$ cat config.mk
export PLATFORM = sky130hd
export DESIGN_NAME = note_tone_player
export DESIGN_NICKNAME = d
export VERILOG_FILES = /design/src/rtl/note_tone_player.sv
export SDC_FILE = /design/constraint.sdc
export NUM_CORES = 1
export LEC_CHECK = 0
export CORE_MARGIN = 1
export CORE_UTILIZATION = 55
export DETAILED_ROUTE_END_ITERATION = 8
export HOLD_SLACK_MARGIN = 0.05
export PLACE_DENSITY_LB_ADDON = 0.25
export SKIP_CTS_REPAIR_TIMING = 1
export SYNTH_ARGS = -nofsm -noshare
export SYNTH_HDL_FRONTEND = slang
export SYNTH_SLANG_ARGS = --single-unit
$ cat constraint.sdc
create_clock -name clk_5MHz -period 6.8 [get_ports clk_5MHz]
set_input_delay 1.36 -clock clk_5MHz [delete_from_list [all_inputs] [get_ports clk_5MHz]]
set_output_delay 1.36 -clock clk_5MHz [all_outputs]
set_load 0.02 [all_outputs]
$ cat src/rtl/note_tone_player.sv
// note_tone_player: turns a record/replay note code (or live key code) into a
// square-wave speaker output, with a silent articulation gap between notes.
module note_tone_player #(
    parameter int unsigned GAP_CYCLES = 25000
) (
    input  logic       clk_5MHz,
    input  logic       reset,
    input  logic       en,
    input  logic [7:0] note_in,
    output logic       audio_out,
    output logic       playing,
    output logic [7:0] cur_note
);

    localparam int unsigned CNT_W = 16;
    localparam int unsigned CODE_W = 8;
    localparam logic [CNT_W-1:0] GAP_LAST = CNT_W'(GAP_CYCLES - 1);

    typedef enum logic [1:0] {
        S_IDLE,
        S_GAP,
        S_PLAY
    } state_t;

    state_t              r_state;
    logic [CODE_W-1:0]   r_cur_note;
    logic [CNT_W-1:0]    r_gap_cnt;
    logic [CNT_W-1:0]    r_tone_cnt;
    logic                r_audio;
    logic                r_playing;

    state_t              w_state_nxt;
    logic [CODE_W-1:0]   w_cur_nxt;
    logic [CNT_W-1:0]    w_gap_nxt;
    logic [CNT_W-1:0]    w_tone_nxt;
    logic                w_audio_nxt;
    logic                w_playing_nxt;

    logic [3:0]          w_semi;
    logic [CODE_W-1:0]   w_norm;
    logic [CNT_W-1:0]    w_half;
    logic [CNT_W-1:0]    w_half_last;
    logic                w_unused_hi;

    // C4..C5 base half-periods in clock cycles; index 0 is never played
    function automatic logic [CNT_W-1:0] half_base(input logic [3:0] n);
        case (n)
            4'd1:    half_base = 16'd9556;
            4'd2:    half_base = 16'd9019;
            4'd3:    half_base = 16'd8513;
            4'd4:    half_base = 16'd8035;
            4'd5:    half_base = 16'd7584;
            4'd6:    half_base = 16'd7159;
            4'd7:    half_base = 16'd6757;
            4'd8:    half_base = 16'd6378;
            4'd9:    half_base = 16'd6020;
            4'd10:   half_base = 16'd5682;
            4'd11:   half_base = 16'd5363;
            4'd12:   half_base = 16'd5062;
            4'd13:   half_base = 16'd4778;
            default: half_base = 16'd0;
        endcase
    endfunction

    // Bits [7:6] of the note code carry no meaning here
    assign w_unused_hi = ^note_in[7:6];

    // Normalize the incoming code: out-of-range semitones collapse to silence
    assign w_semi      = note_in[3:0];
    assign w_norm      = ((w_semi == 4'd0) || (w_semi > 4'd13)) ? 8'h00
                                                                : {2'b00, note_in[5:4], w_semi};
    assign w_half      = half_base(r_cur_note[3:0]) >> r_cur_note[5:4];
    assign w_half_last = CNT_W'(w_half - 16'd1);

    // State and datapath registers
    always_ff @(posedge clk_5MHz or posedge reset) begin
        if (reset) begin
            r_state    <= S_IDLE;
            r_cur_note <= '0;
            r_gap_cnt  <= '0;
            r_tone_cnt <= '0;
            r_audio    <= 1'b0;
            r_playing  <= 1'b0;
        end else begin
            r_state    <= w_state_nxt;
            r_cur_note <= w_cur_nxt;
            r_gap_cnt  <= w_gap_nxt;
            r_tone_cnt <= w_tone_nxt;
            r_audio    <= w_audio_nxt;
            r_playing  <= w_playing_nxt;
        end
    end

    // Next-state logic: enable first, then note change (restarts the gap), then per-state work
    always_comb begin
        w_state_nxt = r_state;
        w_cur_nxt   = r_cur_note;
        w_gap_nxt   = r_gap_cnt;
        w_tone_nxt  = r_tone_cnt;
        w_audio_nxt = r_audio;

        if (!en) begin
            w_state_nxt = S_IDLE;
            w_cur_nxt   = '0;
            w_audio_nxt = 1'b0;
        end else if (w_norm != r_cur_note) begin
            w_cur_nxt   = w_norm;
            w_state_nxt = S_GAP;
            w_gap_nxt   = '0;
            w_audio_nxt = 1'b0;
        end else begin
            case (r_state)
                S_IDLE: begin
                    w_audio_nxt = 1'b0;
                end
                S_GAP: begin
                    if (r_gap_cnt == GAP_LAST) begin
                        if (r_cur_note == 8'h00) begin
                            w_state_nxt = S_IDLE;
                            w_audio_nxt = 1'b0;
                        end else begin
                            w_state_nxt = S_PLAY;
                            w_audio_nxt = 1'b1;
                            w_tone_nxt  = '0;
                        end
                    end else begin
                        w_gap_nxt = CNT_W'(r_gap_cnt + 16'd1);
                    end
                end
                S_PLAY: begin
                    if (r_tone_cnt == w_half_last) begin
                        w_audio_nxt = ~r_audio;
                        w_tone_nxt  = '0;
                    end else begin
                        w_tone_nxt = CNT_W'(r_tone_cnt + 16'd1);
                    end
                end
                default: begin
                    w_state_nxt = S_IDLE;
                    w_audio_nxt = 1'b0;
                end
            endcase
        end

        w_playing_nxt = (w_state_nxt == S_PLAY);
    end

    assign audio_out = r_audio;
    assign playing   = r_playing;
    assign cur_note  = r_cur_note;

endmodule

==> summary.txt, run 1 <==
Critical path
  • Crit path cell chain: inv_1, ha_1, mux2i_1, o211ai_1, and3_1, a21boi_0, ha_1, nand3_1, a311oi_1, and3_1, a211oi_1, a221oi_1, nor3_1, a31oi_1, nor2_2, nor2_1
  • Critical Path Start Type: register
  • Crit-path max cell delay: 770 ps
  • Top delay family on crit path: compound AO/OA/AOI/OAI gates
  • WP buf/inv: 1
  • CP Capture Type: register
  • Worst path slowest cell: a31oi_1
  • R2R setup slack: 1250 ps
  • Data required, critical path: 7040 ps
  • CP arrival: 5790 ps
  • Critical path class: register to register
  • Worst-path fanout max: 18

Synthesis
  • Ys flop type: dfrtp_1
  • Post-synth EDFFs: 0
  • Synthesized flop and latch total: 42
  • FFs w/ async S/R, synth: 100%
  • Synth warn: 0
  • Gate Count Post-Synth: 522
  • Yosys cell types: 66
  • Sequential area share after synthesis: 25.7%
  • Avg Cell Area, Syn: 7.83 um^2
  • Mapped Area: 4090 um^2

Floorplanning
  • Die area: 7780 um^2
  • Die height: 88.2 um
  • Row cnt: 31
  • Core Footprint: 7210 um^2
  • # IOs: 21
  • Initial Utilization: 56.6%
  • Die W: 88.2 um

GRT
  • Overall routing resource usage: 27.0%
  • Vias in the first global route: 3,483
  • Largest net degree at the start of global routing: 43
  • Initial antenna violation count: 0
  • First-pass GRT wire length: 16,600 um
  • Grt ovf: 0

Route
  • Avg Vias per Cell: 6.25
  • Via count: 3,863
  • Final wirelength: 9600 um
  • First DRT Iteration DRCs: 219
  • Length of the first detailed-routing pass in iterations: 4
  • Routed Antenna Nets: 0
  • DRC viols: 0
  • WL per Instance: 15.5 um

STA
  • Max Clock Skew: 12.0 ps
  • Max Freq: 180 MHz
  • Hold Vio Cnt, Final: 0
  • Max Slew Vio Count: 0
  • Fin crit share: 81.6%
  • Hold WS: 525 ps
  • Final Setup Violations: 0
  • RSZ-0062 raised after global routing: false
  • Post-layout min period: 5550 ps
  • Final setup TNS: 0 ps
  • Slew margin rel.: 38.0%
  • Worst slew pin tran: 926 ps

Finish
  • Most common cell after layout, fill and taps aside: o21ai_0
  • Layout cells sized above 1: 6.36%
  • Final Instance Area: 4330 um^2
  • Layout area overhead: 5.97%
  • # diodes: 0
  • Commonest non-fill, non-tap cells in the layout: o21ai_0 (48), dfrtp_1 (42), nand2_1 (39)
  • Nets: 543

Clock tree
  • Worst-path clk slew: 90 ps
  • H-tree depth: 2
  • CTS tree: built
  • Clock latency on the worst-skew pair: 300 ps
  • Num CTS Buffers: 5
  • Clock root cell: clkbuf_8
  • Max Root-Sink Buffers: 2
  • Clock sink total: 42

Placed design
  • Post-DP Area: 4240 um^2
  • RePlAce Congestion: 0.949
  • Hpwl dp: 7030 um
  • IO Port Bufs: 16

Pwr
  • Logic pwr share: 34.1%
  • Switching power share of the total: 36.7%
  • Pwr Density: 155 nW/um^2
  • Leakage power: 1.74 nW
  • Maximum VDD drop: 0.130 mV
  • Switching pwr: 0.247 mW
  • Int Pwr: 0.426 mW
  • Sequential power share: 40.8%
  • Clock share of power: 25.0%

Status
  • Status: finished, final reports clean

Job
  • Max-Cap Viols: 0

Hold path
  • Worst Hold Class: register to register
## synthesized netlist by cell type, types with 4 or more instances
cell type,n,area share (%)
buf_2,10,1.2
and2_1,6,0.92
nor3_1,7,0.86
a31oi_1,4,0.61
and3_1,25,3.8
nand4b_1,4,0.86
mux2i_1,8,2.0
nand3_1,38,4.7
a21oi_1,14,1.7
a221oi_1,4,0.86
inv_1,19,1.7
o21a_1,4,0.74
nor4_1,8,1.2
nor2_1,36,3.3
clkbuf_1,15,1.4
nand2b_1,12,1.8
o21ai_0,48,5.9
xor2_1,14,3.0
nor2b_1,18,2.8
ha_1,14,4.3
xnor2_1,22,4.7
a32oi_1,6,1.3
nand3b_1,5,0.92
mux2_2,4,1.1
buf_4,5,0.92
a211oi_1,7,1.3
dfrtp_1,42,26
nand2_1,39,3.6
nand4_1,21,3.2
o211ai_1,4,0.74
## flip-flops by register name, indices dropped and copies added, names as in the netlist
| signal | cells |
|---|---|
| r_gap_cnt | 16 |
| r_tone_cnt | 16 |
| cur_note | 6 |
| r_state | 2 |
| audio_out | 1 |
| playing | 1 |
## kinds of logic (layout without fill, tap and decap cells)
| kind of cell | after synthesis | after routing | synth area share (%) |
|---|---|---|---|
| other | 1 | 2 | 0.0918 |
| AOI/OAI and AO/OA | 123 | 123 | 20.2 |
| adders and majority gates | 14 | 14 | 4.29 |
| DFF | 42 | 42 | 25.7 |
| and+or+nand+nor | 241 | 241 | 32.7 |
| buffers and inverters | 53 | 49 | 6.19 |
| xor gates and xnor gates | 36 | 36 | 7.72 |
| muxes | 12 | 12 | 3.06 |
## area by class of cell
class	count	area [um^2]
tap	99	124
multi-input combinational	428	2790
fill	676	2890
inverter	19	71.3
clock inverter	3	23.8
clock buffer	5	68.8
timing repair buffer	22	205
sequential	42	1050
## metal layers
layer / track usage, % / up-vias / share of wire, %
li1: - / 1903 / -
met1: 37.9 / 1855 / 47
met2: 42.0 / 91 / 47
met3: 5.18 / 14 / 4.4
met4: 8.36 / 0 / 1.8
met5: 0 / - / 0
## worst paths after layout
path,startpoint,end,cells after the start
min in group asynchronous,reset,r_gap_cnt[2],3
hold / removal,r_gap_cnt[10],r_gap_cnt[10],1
setup reg to reg,cur_note[1],r_tone_cnt[13],16
max in group asynchronous,reset,cur_note[0],3
setup / recovery,cur_note[1],r_tone_cnt[13],16
hold reg to reg,r_gap_cnt[10],r_gap_cnt[10],1
## metrics by stage
| step | power (mW) | setup WS [ps] | std cells | util, % |
|---|---|---|---|---|
| after detailed placement | 0.506 | 1340 | 610 | 58.7 |
| after global placement | 0.500 | 1440 | 610 | 58.7 |
| after CTS | 0.676 | 1330 | 618 | 60.0 |
| after global routing | 0.720 | 727 | 618 | 60.0 |
| final | 0.672 | 1250 | 618 | 60.0 |
| after floorplan | 0.461 | 2450 | 523 | - |
## power by group through the flow
stage                     clock network [mW]  registers [mW]  logic (mW)
after detailed placement                   0           0.279       0.226
after CTS                              0.175           0.274       0.227
final                                  0.168           0.275       0.230
after floorplan                            0           0.271       0.191
after global placement                     0           0.279       0.221
after global routing                   0.188           0.277       0.256
(Power assumes the default switching activity.)
==> inputs of run 2 (changes only) <==
==> constraint.sdc (replaced) <==
create_clock -name clk_5MHz -period 4.85 [get_ports clk_5MHz]
set_input_delay 0.97 -clock clk_5MHz [delete_from_list [all_inputs] [get_ports clk_5MHz]]
set_output_delay 0.97 -clock clk_5MHz [all_outputs]
set_load 0.02 [all_outputs]
==> run 2 against run 1 <==
Total power up 56%; register-to-register slack worse by 840 ps; clock-buffer cell count stayed put; sequential power is 37% higher; clock power rose by 98%; worst hold slack worse by 24 ps.
==> summary.txt, run 2 (synthesized netlist as in run 1, its figures left out) <==
STA
  • RSZ-0062 raised after global routing: false
  • Final setup TNS: 0 ps (unchanged)
  • Hold Vio Cnt, Final: 0 (unchanged)
  • Worst slew pin tran: 650 ps (-275 ps)
  • Fin crit share: 91.6% (+10 points)
  • Max Freq: 225 MHz (+25%)
  • Post-layout min period: 4440 ps (-1110 ps)
  • Hold WS: 501 ps (-23.9 ps)
  • Final Setup Violations: 0 (unchanged)
  • Max Clock Skew: 18.7 ps (+6.65 ps)
  • Max Slew Vio Count: 0 (unchanged)
  • Final setup margin: 408 ps (-842 ps)
  • Slew margin rel.: 56.5% (+18 points)

Pwr
  • Maximum VDD drop: 0.187 mV (+44%)
  • Power Total: 1.05 mW (+56%)
  • Pwr Density: 236 nW/um^2 (+52%)
  • Leakage power: 1.81 nW (+4.0%)

Job
  • Max-Cap Viols: 0 (unchanged)

Hold path
  • Min-delay src: r_gap_cnt[15]
  • Hold Crit Depth: 1 (unchanged)
  • Hold Path End: r_gap_cnt[15]
  • Worst Hold Class: register to register

Finish
  • # diodes: 0 (unchanged)
  • Layout cells sized above 1: 7.97% (+1.6 points)
  • Layout area overhead: 8.82%
  • Nets: 551 (+1.5%)
  • Commonest non-fill, non-tap cells in the layout: o21ai_0 (48), dfrtp_1 (42), nand2_1 (39)
  • Most common cell after layout, fill and taps aside: o21ai_0

Floorplanning
  • Die W: 88.2 um (unchanged)
  • Core Footprint: 7210 um^2 (unchanged)
  • Row cnt: 31 (unchanged)
  • Die area: 7780 um^2 (unchanged)
  • Initial Utilization: 56.6% (unchanged)
  • # IOs: 21 (unchanged)
  • Die height: 88.2 um (unchanged)

Critical path
  • CP Capture Type: register
  • R2R setup slack: 410 ps (-840 ps)
  • Worst-path fanout max: 10 (-8)
  • R2r worst-path depth: 18 (+2)
  • CP arrival: 4660 ps (-1130 ps)
  • Critical Path Start Type: register
  • Data required, critical path: 5070 ps (-1970 ps)
  • Worst r2r dst: audio_out
  • Critical path class: register to register
  • R2r startpoint: cur_note[0]

Clock tree
  • Num CTS Buffers: 5 (unchanged)
  • Clock sink total: 42 (unchanged)
  • Clock latency on the worst-skew pair: 300 ps (about the same)
  • Clock root cell: clkbuf_8
  • H-tree depth: 2 (unchanged)
  • Worst-path clk slew: 90 ps (about the same)
  • Max Root-Sink Buffers: 2 (unchanged)
  • CTS tree: built

Status
  • Status: finished, final reports clean

Route
  • Final wirelength: 9910 um (+3.2%)
  • Length of the first detailed-routing pass in iterations: 5 (+1)
  • Routed Antenna Nets: 0 (unchanged)
  • Avg Vias per Cell: 6.14 (-1.8%)
  • First DRT Iteration DRCs: 289 (+32%)
  • DRC viols: 0 (unchanged)
  • WL per Instance: 15.8 um (+1.9%)
  • Via count: 3,844 (-0.49%)

GRT
  • Grt ovf: 0 (unchanged)
  • Vias in the first global route: 3,624 (+4.0%)
  • Overall routing resource usage: 27.3% (+0.30 points)
  • Largest net degree at the start of global routing: 43 (unchanged)
  • Initial antenna violation count: 0 (unchanged)
  • First-pass GRT wire length: 16,800 um (+1.5%)

Placed design
  • IO Port Bufs: 16 (unchanged)
  • RePlAce Congestion: 0.904 (-4.7%)
  • Hpwl dp: 7220 um (+2.8%)
  • Dpl ws: 326 ps (-1010 ps)
-- run 2: worst max path at each step --
stage	startpoint	end	slack, ps	depth (start not counted)
after floorplan	cur_note[1]	r_tone_cnt[9]	500	20
after global placement	cur_note[0]	r_tone_cnt[2]	510	18
after detailed placement	cur_note[0]	r_tone_cnt[0]	330	18
after CTS	cur_note[0]	r_tone_cnt[0]	340	18
after global routing	cur_note[0]	r_tone_cnt[4]	90	18
final	cur_note[0]	audio_out	410	18
-- run 2: worst max-delay path, cell delays in order, from the launching register on --
cell and delay, ps:
dfrtp_1 510, inv_1 230, ha_1 320, nand2_1 120, o211ai_1 130, nand4b_1 240
a21boi_1 220, ha_1 280, nand4_1 100, a311oi_1 90, buf_4 170, and3_1 180
a311o_1 350, a221oi_1 260, a221oi_1 100, nor3_1 300, a31oi_2 230, or3_1 400
a21boi_1 140
-- run 2: power breakdown --
part	internal (mW)	switching, mW	total, mW
clock	0.206	0.125	0.332
sequential	0.360	0.0172	0.377
combinational	0.140	0.199	0.339
-- run 2: metal layers --
layer | track usage (%) | share of wire (%) | up-vias | wire, um
li1 | - | - | 1916 | -
met1 | 37.2 | 47 | 1852 | 4690
met2 | 46.9 | 49 | 70 | 4840
met3 | 3.30 | 3.2 | 6 | 318
met4 | 5.43 | 0.65 | 0 | 64
met5 | 0 | 0 | - | 0
-- run 2: layout make-up --
type / count / area [um^2]
Fill cell: 671 / 2770
Sequential cell: 42 / 1050
Tap cell: 99 / 124
Multi-Input combinational cell: 428 / 2800
Clock buffer: 5 / 68.8
Clock inverter: 3 / 68.8
Inverter: 19 / 71.3
Timing Repair Buffer: 30 / 265
-- run 2: through the flow --
stage | util, % | cell area, um^2 | std cells
after floorplan | - | 4090 | 523
after global placement | 59.6 | 4300 | 618
after CTS | 61.5 | 4430 | 626
after detailed placement | 59.6 | 4300 | 618
final | 61.6 | 4450 | 626
after global routing | 61.6 | 4450 | 626
